### config.mk
export PLATFORM = sky130hd
export DESIGN_NAME = datapath_ctrl_flat
export DESIGN_NICKNAME = d
export VERILOG_FILES = /design/src/rtl/datapath_ctrl_pkg.sv /design/src/rtl/datapath_ctrl_if.sv /design/src/rtl/datapath_ctrl_ins_class_dec.sv /design/src/rtl/datapath_ctrl.sv /design/src/flat_wrapper.sv
export SDC_FILE = /design/constraint.sdc
export NUM_CORES = 1
export LEC_CHECK = 0
export ABC_AREA = 1
export BUFFER_PORTS_ARGS = -buffer_cell sky130_fd_sc_hd__buf_2
export CAP_MARGIN = 10
export CELL_PAD_IN_SITES_DETAIL_PLACEMENT = 1
export CELL_PAD_IN_SITES_GLOBAL_PLACEMENT = 1
export CORE_UTILIZATION = 35
export DETAILED_ROUTE_END_ITERATION = 8
export GPL_TIMING_DRIVEN = 0
export PLACE_DENSITY = 0.77
export SETUP_SLACK_MARGIN = 0.5
export SYNTH_ARGS = -nofsm -noshare
export SYNTH_HDL_FRONTEND = slang
export SYNTH_SLANG_ARGS = --single-unit
### constraint.sdc
create_clock -name clk -period 1.55 [get_ports clk]
set_clock_uncertainty 0.1 [all_clocks]
set_input_delay 0.31 -clock clk [delete_from_list [all_inputs] [get_ports clk]]
set_output_delay 0.31 -clock clk [all_outputs]
set_load 0.1 [all_outputs]
### src/rtl/datapath_ctrl_pkg.sv
// Shared types and constants for the Simple RISC Machine datapath controller.
package ctrl_pkg;

  localparam int unsigned OPC_W   = 3;
  localparam int unsigned OP_W    = 2;
  localparam int unsigned STATE_W = 3;
  localparam int unsigned SEL_W   = 3;

  typedef enum logic [STATE_W-1:0] {
    ST_WAIT   = 3'd0,
    ST_DECODE = 3'd1,
    ST_GET_A  = 3'd2,
    ST_GET_B  = 3'd3,
    ST_EXEC   = 3'd4,
    ST_WR_REG = 3'd5,
    ST_WR_IMM = 3'd6
  } state_t;

  localparam logic [OPC_W-1:0] OPC_MOV = 3'b110;
  localparam logic [OPC_W-1:0] OPC_ALU = 3'b101;

  localparam logic [OP_W-1:0] ALU_ADD  = 2'b00;
  localparam logic [OP_W-1:0] ALU_SUB  = 2'b01;
  localparam logic [OP_W-1:0] ALU_AND  = 2'b10;
  localparam logic [OP_W-1:0] ALU_NOTB = 2'b11;

  localparam logic [SEL_W-1:0] NSEL_RN = 3'b001;
  localparam logic [SEL_W-1:0] NSEL_RD = 3'b010;
  localparam logic [SEL_W-1:0] NSEL_RM = 3'b100;

  // Registered controller output bundle.
  typedef struct packed {
    logic             w;
    logic [SEL_W-1:0] nsel;
    logic             loada;
    logic             loadb;
    logic             loadc;
    logic             loads;
    logic             asel;
    logic             bsel;
    logic             vsel;
    logic             write;
    logic [OP_W-1:0]  alu_op;
    logic             illegal;
  } ctrl_out_t;

endpackage

### src/rtl/datapath_ctrl_if.sv
// Decoder-to-controller handshake plus controller-to-datapath strobes.
interface datapath_ctrl_if #(
  parameter int unsigned NSEL_W = 3
);
  logic              s;
  logic [2:0]        opcode;
  logic [1:0]        op;
  logic              w;
  logic [NSEL_W-1:0] nsel;
  logic              loada;
  logic              loadb;
  logic              loadc;
  logic              loads;
  logic              asel;
  logic              bsel;
  logic              vsel;
  logic              write;
  logic [1:0]        alu_op;
  logic              illegal;

  modport master (
    output s, opcode, op,
    input  w, nsel, loada, loadb, loadc, loads, asel, bsel, vsel, write, alu_op, illegal
  );

  modport slave (
    input  s, opcode, op,
    output w, nsel, loada, loadb, loadc, loads, asel, bsel, vsel, write, alu_op, illegal
  );
endinterface

### src/rtl/datapath_ctrl_ins_class_dec.sv
// Maps {opcode, op} onto the instruction classes the controller sequences.
module ins_class_dec
  import ctrl_pkg::*;
(
  input  logic [OPC_W-1:0] i_opcode,
  input  logic [OP_W-1:0]  i_op,
  output logic             o_is_mov_imm,
  output logic             o_is_mov_reg,
  output logic             o_is_alu2,
  output logic             o_is_cmp,
  output logic             o_is_mvn,
  output logic             o_is_illegal
);
  logic w_mov;
  logic w_alu;

  assign w_mov        = (i_opcode == OPC_MOV);
  assign w_alu        = (i_opcode == OPC_ALU);
  assign o_is_mov_imm = w_mov && (i_op == 2'b10);
  assign o_is_mov_reg = w_mov && (i_op == 2'b00);
  assign o_is_alu2    = w_alu && ((i_op == ALU_ADD) || (i_op == ALU_AND));
  assign o_is_cmp     = w_alu && (i_op == ALU_SUB);
  assign o_is_mvn     = w_alu && (i_op == ALU_NOTB);
  assign o_is_illegal = !(o_is_mov_imm || o_is_mov_reg || o_is_alu2 || o_is_cmp || o_is_mvn);
endmodule

### src/rtl/datapath_ctrl.sv
// One-instruction-at-a-time sequencer for the SRM datapath. Outputs are
// registered from the next state so they always reflect the current state.
module datapath_ctrl
  import ctrl_pkg::*;
#(
  parameter int unsigned NSEL_W = 3
) (
  input  logic            clk,
  input  logic            reset_n,
  datapath_ctrl_if.slave  bus
);
  state_t           r_state;
  logic [OPC_W-1:0] r_opc;
  logic [OP_W-1:0]  r_op;
  ctrl_out_t        r_out;

  state_t           w_nxt_state;
  logic [OPC_W-1:0] w_nxt_opc;
  logic [OP_W-1:0]  w_nxt_op;
  ctrl_out_t        w_nxt_out;
  logic             w_mov_imm, w_mov_reg, w_alu2, w_cmp, w_mvn, w_illegal;

  // Fields only change in WAIT, so classifying the next fields also serves DECODE/EXEC.
  ins_class_dec u_dec (
    .i_opcode     (w_nxt_opc),
    .i_op         (w_nxt_op),
    .o_is_mov_imm (w_mov_imm),
    .o_is_mov_reg (w_mov_reg),
    .o_is_alu2    (w_alu2),
    .o_is_cmp     (w_cmp),
    .o_is_mvn     (w_mvn),
    .o_is_illegal (w_illegal)
  );

  always_ff @(posedge clk or negedge reset_n) begin
    if (!reset_n) begin
      r_state <= ST_WAIT;
      r_opc   <= '0;
      r_op    <= '0;
      r_out   <= '0;
      r_out.w <= 1'b1;
    end else begin
      r_state <= w_nxt_state;
      r_opc   <= w_nxt_opc;
      r_op    <= w_nxt_op;
      r_out   <= w_nxt_out;
    end
  end

  // Next state and latched fields.
  always_comb begin
    w_nxt_state = r_state;
    w_nxt_opc   = r_opc;
    w_nxt_op    = r_op;
    case (r_state)
      ST_WAIT: begin
        if (bus.s) begin
          w_nxt_state = ST_DECODE;
          w_nxt_opc   = bus.opcode;
          w_nxt_op    = bus.op;
        end
      end
      ST_DECODE: begin
        if (w_mov_imm)                 w_nxt_state = ST_WR_IMM;
        else if (w_mov_reg || w_mvn)   w_nxt_state = ST_GET_B;
        else if (w_alu2 || w_cmp)      w_nxt_state = ST_GET_A;
        else                           w_nxt_state = ST_WAIT;
      end
      ST_GET_A:  w_nxt_state = ST_GET_B;
      ST_GET_B:  w_nxt_state = ST_EXEC;
      ST_EXEC:   w_nxt_state = w_cmp ? ST_WAIT : ST_WR_REG;
      ST_WR_REG: w_nxt_state = ST_WAIT;
      ST_WR_IMM: w_nxt_state = ST_WAIT;
      default:   w_nxt_state = ST_WAIT;
    endcase
  end

  // Moore output decode of the state about to be entered.
  always_comb begin
    w_nxt_out = '0;
    if (w_nxt_state != ST_WAIT) begin
      w_nxt_out.alu_op = (w_nxt_opc == OPC_ALU) ? w_nxt_op : ALU_ADD;
    end
    case (w_nxt_state)
      ST_WAIT:   w_nxt_out.w = 1'b1;
      ST_DECODE: w_nxt_out.illegal = w_illegal;
      ST_GET_A: begin
        w_nxt_out.nsel  = NSEL_RN;
        w_nxt_out.loada = 1'b1;
      end
      ST_GET_B: begin
        w_nxt_out.nsel  = NSEL_RM;
        w_nxt_out.loadb = 1'b1;
      end
      ST_EXEC: begin
        w_nxt_out.asel  = w_mov_reg || w_mvn;
        w_nxt_out.loads = w_cmp;
        w_nxt_out.loadc = !w_cmp;
      end
      ST_WR_REG: begin
        w_nxt_out.nsel  = NSEL_RD;
        w_nxt_out.write = 1'b1;
      end
      ST_WR_IMM: begin
        w_nxt_out.nsel  = NSEL_RN;
        w_nxt_out.vsel  = 1'b1;
        w_nxt_out.write = 1'b1;
      end
      default: w_nxt_out.w = 1'b1;
    endcase
  end

  assign bus.w       = r_out.w;
  assign bus.nsel    = NSEL_W'(r_out.nsel);
  assign bus.loada   = r_out.loada;
  assign bus.loadb   = r_out.loadb;
  assign bus.loadc   = r_out.loadc;
  assign bus.loads   = r_out.loads;
  assign bus.asel    = r_out.asel;
  assign bus.bsel    = r_out.bsel;
  assign bus.vsel    = r_out.vsel;
  assign bus.write   = r_out.write;
  assign bus.alu_op  = r_out.alu_op;
  assign bus.illegal = r_out.illegal;
endmodule

### src/flat_wrapper.sv
// flat-port wrapper written by rule: the top's interface ports become plain ports
module datapath_ctrl_flat import ctrl_pkg::*;
#(
  parameter int unsigned NSEL_W = 3
)
  (clk, reset_n, bus_s, bus_opcode, bus_op, bus_w, bus_nsel, bus_loada, bus_loadb, bus_loadc, bus_loads, bus_asel, bus_bsel, bus_vsel, bus_write, bus_alu_op, bus_illegal);
  datapath_ctrl_if #(.NSEL_W(NSEL_W)) bus_i ();
  input  logic clk;
  input  logic reset_n;
  input wire logic [$bits(bus_i.s)-1:0] bus_s;
  input wire logic [$bits(bus_i.opcode)-1:0] bus_opcode;
  input wire logic [$bits(bus_i.op)-1:0] bus_op;
  output wire logic [$bits(bus_i.w)-1:0] bus_w;
  output wire logic [$bits(bus_i.nsel)-1:0] bus_nsel;
  output wire logic [$bits(bus_i.loada)-1:0] bus_loada;
  output wire logic [$bits(bus_i.loadb)-1:0] bus_loadb;
  output wire logic [$bits(bus_i.loadc)-1:0] bus_loadc;
  output wire logic [$bits(bus_i.loads)-1:0] bus_loads;
  output wire logic [$bits(bus_i.asel)-1:0] bus_asel;
  output wire logic [$bits(bus_i.bsel)-1:0] bus_bsel;
  output wire logic [$bits(bus_i.vsel)-1:0] bus_vsel;
  output wire logic [$bits(bus_i.write)-1:0] bus_write;
  output wire logic [$bits(bus_i.alu_op)-1:0] bus_alu_op;
  output wire logic [$bits(bus_i.illegal)-1:0] bus_illegal;
  assign bus_i.s = bus_s;
  assign bus_i.opcode = bus_opcode;
  assign bus_i.op = bus_op;
  assign bus_w = bus_i.w;
  assign bus_nsel = bus_i.nsel;
  assign bus_loada = bus_i.loada;
  assign bus_loadb = bus_i.loadb;
  assign bus_loadc = bus_i.loadc;
  assign bus_loads = bus_i.loads;
  assign bus_asel = bus_i.asel;
  assign bus_bsel = bus_i.bsel;
  assign bus_vsel = bus_i.vsel;
  assign bus_write = bus_i.write;
  assign bus_alu_op = bus_i.alu_op;
  assign bus_illegal = bus_i.illegal;
  datapath_ctrl #(.NSEL_W(NSEL_W)) u_core (.clk(clk), .reset_n(reset_n), .bus(bus_i));
endmodule
==> metrics.md <==
| Metric | Value |
|---|---|
| Num CTS Buffers | `3` |
| RSZ-0062 raised after global routing | `true` |
| Share of cells above drive strength 1 | `0.656` |
| Die W | `57.5 um` |
| Top-count cell post-synth | `nand2_1` |
| Sequential share of the synthesized area | `0.488` |
| Clk pin slew, worst setup/hold paths | `0.14 ns` |
| Ports | `23` |
| Setup crit start kind | `flop` |
| CP delay by family, top | `simple AND/OR/NAND/NOR gates` |
| Synth Area in Adders | `0` |
| Drt pass-1 iters | `6` |
| Failing checks | `DRC, setup timing` |
| Achievable Freq | `507 MHz` |
| Synth Area in XOR/XNOR | `0` |
| Compound-cell area share of the yosys netlist | `0.0418` |
| Clock buffer depth | `2` |
| DPL Wire Length | `1920 um` |
| Simple-Gate Fraction of Synth Area | `0.386` |
| Ys flop type | `dfrtp_1` |
| H-tree Lvls | `1` |
| Area of the multi-input gates | `623 um2` |
| GPL Wtd Cong | `0.806` |
| Largest net degree at the start of global routing | `22` |
| Multiplexer share of the synthesized area | `0` |
| Residual DRC | `2` |
| First-pass GRT wire length | `5350 um` |
| Antenna cell count | `0` |
| Top post-synthesis cells by count | `nand2_1, dfrtp_1, inv_1` |
| Clk root buf | `clkbuf_4` |
| Die height | `57.5 um` |
| Synthesized area per cell | `8.99 um2` |
| Run status | `finished, violations left` |
| Count of different cell masters after synthesis | `23` |
| Syn nets | `128` |
| CP endpoint kind | `flop` |
| IO buf count | `20` |
| Max Slew Vio Count | `0` |
| Critical Path RT | `1.65 ns` |
| TritonCTS clock tree | `built` |
| FFs w/ async S/R, synth | `1.00` |
| Cell area after layout | `0.00180 mm2` |
| Worst EP arrival | `2.08 ns` |
| Initial antenna violation count | `0` |
| Number of synthesized flops with an enable pin | `0` |
| Syn. warnings | `0` |
| Area growth from synthesis to layout | `66.8%` |
| Fraction of post-synthesis cell area in the top cell type by area | `0.464` |
| Yosys reg bits | `21` |
| Fill cells | `301` |
| Finish-stage setup viols | `16` |
| Setup CP Type | `flop to flop` |
| GRT Residual Overflow | `0` |
| Slowest cell on crit path | `dfrtp_1` |
| Top cells by area, synth | `dfrtp_1, nand2_1, nand2_4, inv_1, nand2_2` |
| Clock sinks | `21` |
| Total of max-cap violations | `0` |
| Vias | `966` |
| Die area | `0.00331 mm2` |
| Largest family of logic cells by synthesized area | `simple AND/OR/NAND/NOR gates` |
| Hold crit path type | `input port to flop` |
| Cells after synthesis | `120` |
| Post-DRT Antenna Nets | `0` |
| Final net count | `169` |
| Worst setup margin | `-0.424 ns` |
| Per-cell routed wire length | `18.4 um` |
| Vias in the first global route | `1127` |
| Initial DRC count | `23` |
| Fin crit period | `1.97 ns` |
| Drt total wl | `3510 um` |
| Register area | `577 um2` |
| Initial core utilization | `0.381` |
| GR Util All Layers | `0.223` |
| Placed inst area | `0.00130 mm2` |
| Most used cell, CP | `nand3_4` |
| Dominant cell type by area after synthesis | `dfrtp_1` |
| Clock network latency to the later pin of the worst-skew pair | `0.31 ns` |
| Final hold vios | `0` |
| Final period util | `1.27` |
| Critical Path, Cell by Cell | `nor2_4, nand2_4, nand2_2, nand2_4, nor2_4, nand3_4, nand3_4, nand3_4, nor2_2, a21oi_1` |
| Avg Vias per Cell | `5.06` |
| CORE AREA | `0.00283 mm2` |
| Critical path peak fanout | `5` |
| Post-Syn Area | `0.00108 mm2` |
| Site Rows | `19` |
| Worst path bufs/invs | `0` |
| CP peak stage delay | `0.46 ns` |
placed cells by master (no fill, tap or decap), types with 7 or more instances in the layout:
| cell | n |
|---|---|
| nand2_2 | 11 |
| buf_12 | 14 |
| nor2_4 | 7 |
| dfrtp_1 | 7 |
| buf_4 | 12 |
| nand2_1 | 21 |
| inv_1 | 12 |
| nand2_4 | 9 |
| dfrtp_4 | 12 |
state kept, by name, summed over array words and instances, names as in the netlist, 2 cells and up:
name and flops:
u_core.r_state 3, u_core.r_op 2, u_core.bus.alu_op 2, u_core.bus.nsel 2
u_core.r_opc 3
metrics by stage:
stage	hold WS [ns]	cells	setup WS [ns]	setup TNS, ns	utilization
after floorplan	-0.0856	120	-0.106	-0.329	-
after global routing	0.234	191	-0.519	-5.19	0.636
after detailed placement	0.203	171	-0.381	-2.49	0.459
after global placement	0.187	171	-0.266	-1.47	0.459
final	0.238	191	-0.424	-4.04	0.636
after CTS	0.206	189	-0.360	-3.01	0.613
worst min-delay path: cells and delay by family:
| family | cells | cell delay (ns) |
|---|---|---|
| buffers and inverters | 1 | 0.15 |
| AND/OR/NAND/NOR | 2 | 0.16 |
routing by layer:
layer / track usage / up-vias / wire length, um
li1: - / 452 / -
met1: 0.245 / 492 / 1430
met2: 0.414 / 18 / 1940
met3: 0.0454 / 4 / 82
met4: 0.0941 / 0 / 48
met5: 0 / - / 0
worst paths after layout:
path	from	end	slack, ns	depth (start not counted)
max	u_core.r_state[0]$_DFF_PN0_	u_core.bus.alu_op[1]$_DFF_PN0_	-0.42	10
min	bus_s	u_core.bus.illegal$_DFF_PN0_	0.24	3
max reg2reg	u_core.r_state[0]$_DFF_PN0_	u_core.bus.alu_op[1]$_DFF_PN0_	-0.42	10
min reg2reg	u_core.r_op[0]$_DFF_PN0_	u_core.r_op[0]$_DFF_PN0_	0.48	2
max in group asynchronous	reset_n	u_core.bus.w$_DFF_PN1_	0.73	2
min in group asynchronous	reset_n	u_core.bus.asel$_DFF_PN0_	0.34	2
final cells by class:
cell class              instances  share of cell area
multi-input cells              80               0.346
flip-flops and latches         21               0.321
repair buffers                 35               0.246
inverters                      17              0.0355
well taps                      31              0.0216
plain buffers                   3              0.0146
clock buffers                   3              0.0125
clock inverters                 1             0.00278
repair_timing:
item / 4_1_cts / 5_1_grt
hold buffers: 1 / 0
cloned: 1 / 0
endpoints found under the setup margin: 35 / 48
hold endpoints to repair: 20 / 0
buffers inserted: 12 / 2
gates resized for setup: 79 / 12
pin swaps: 4 / 7
kinds of logic after synthesis:
group           Yosys count
simple gates             69
buf+inv                  20
compound gates            9
flops                    21
other cells               1
Power is not shown: default switching activity piles up to over one toggle a cycle in this logic, so the estimate is an artifact.
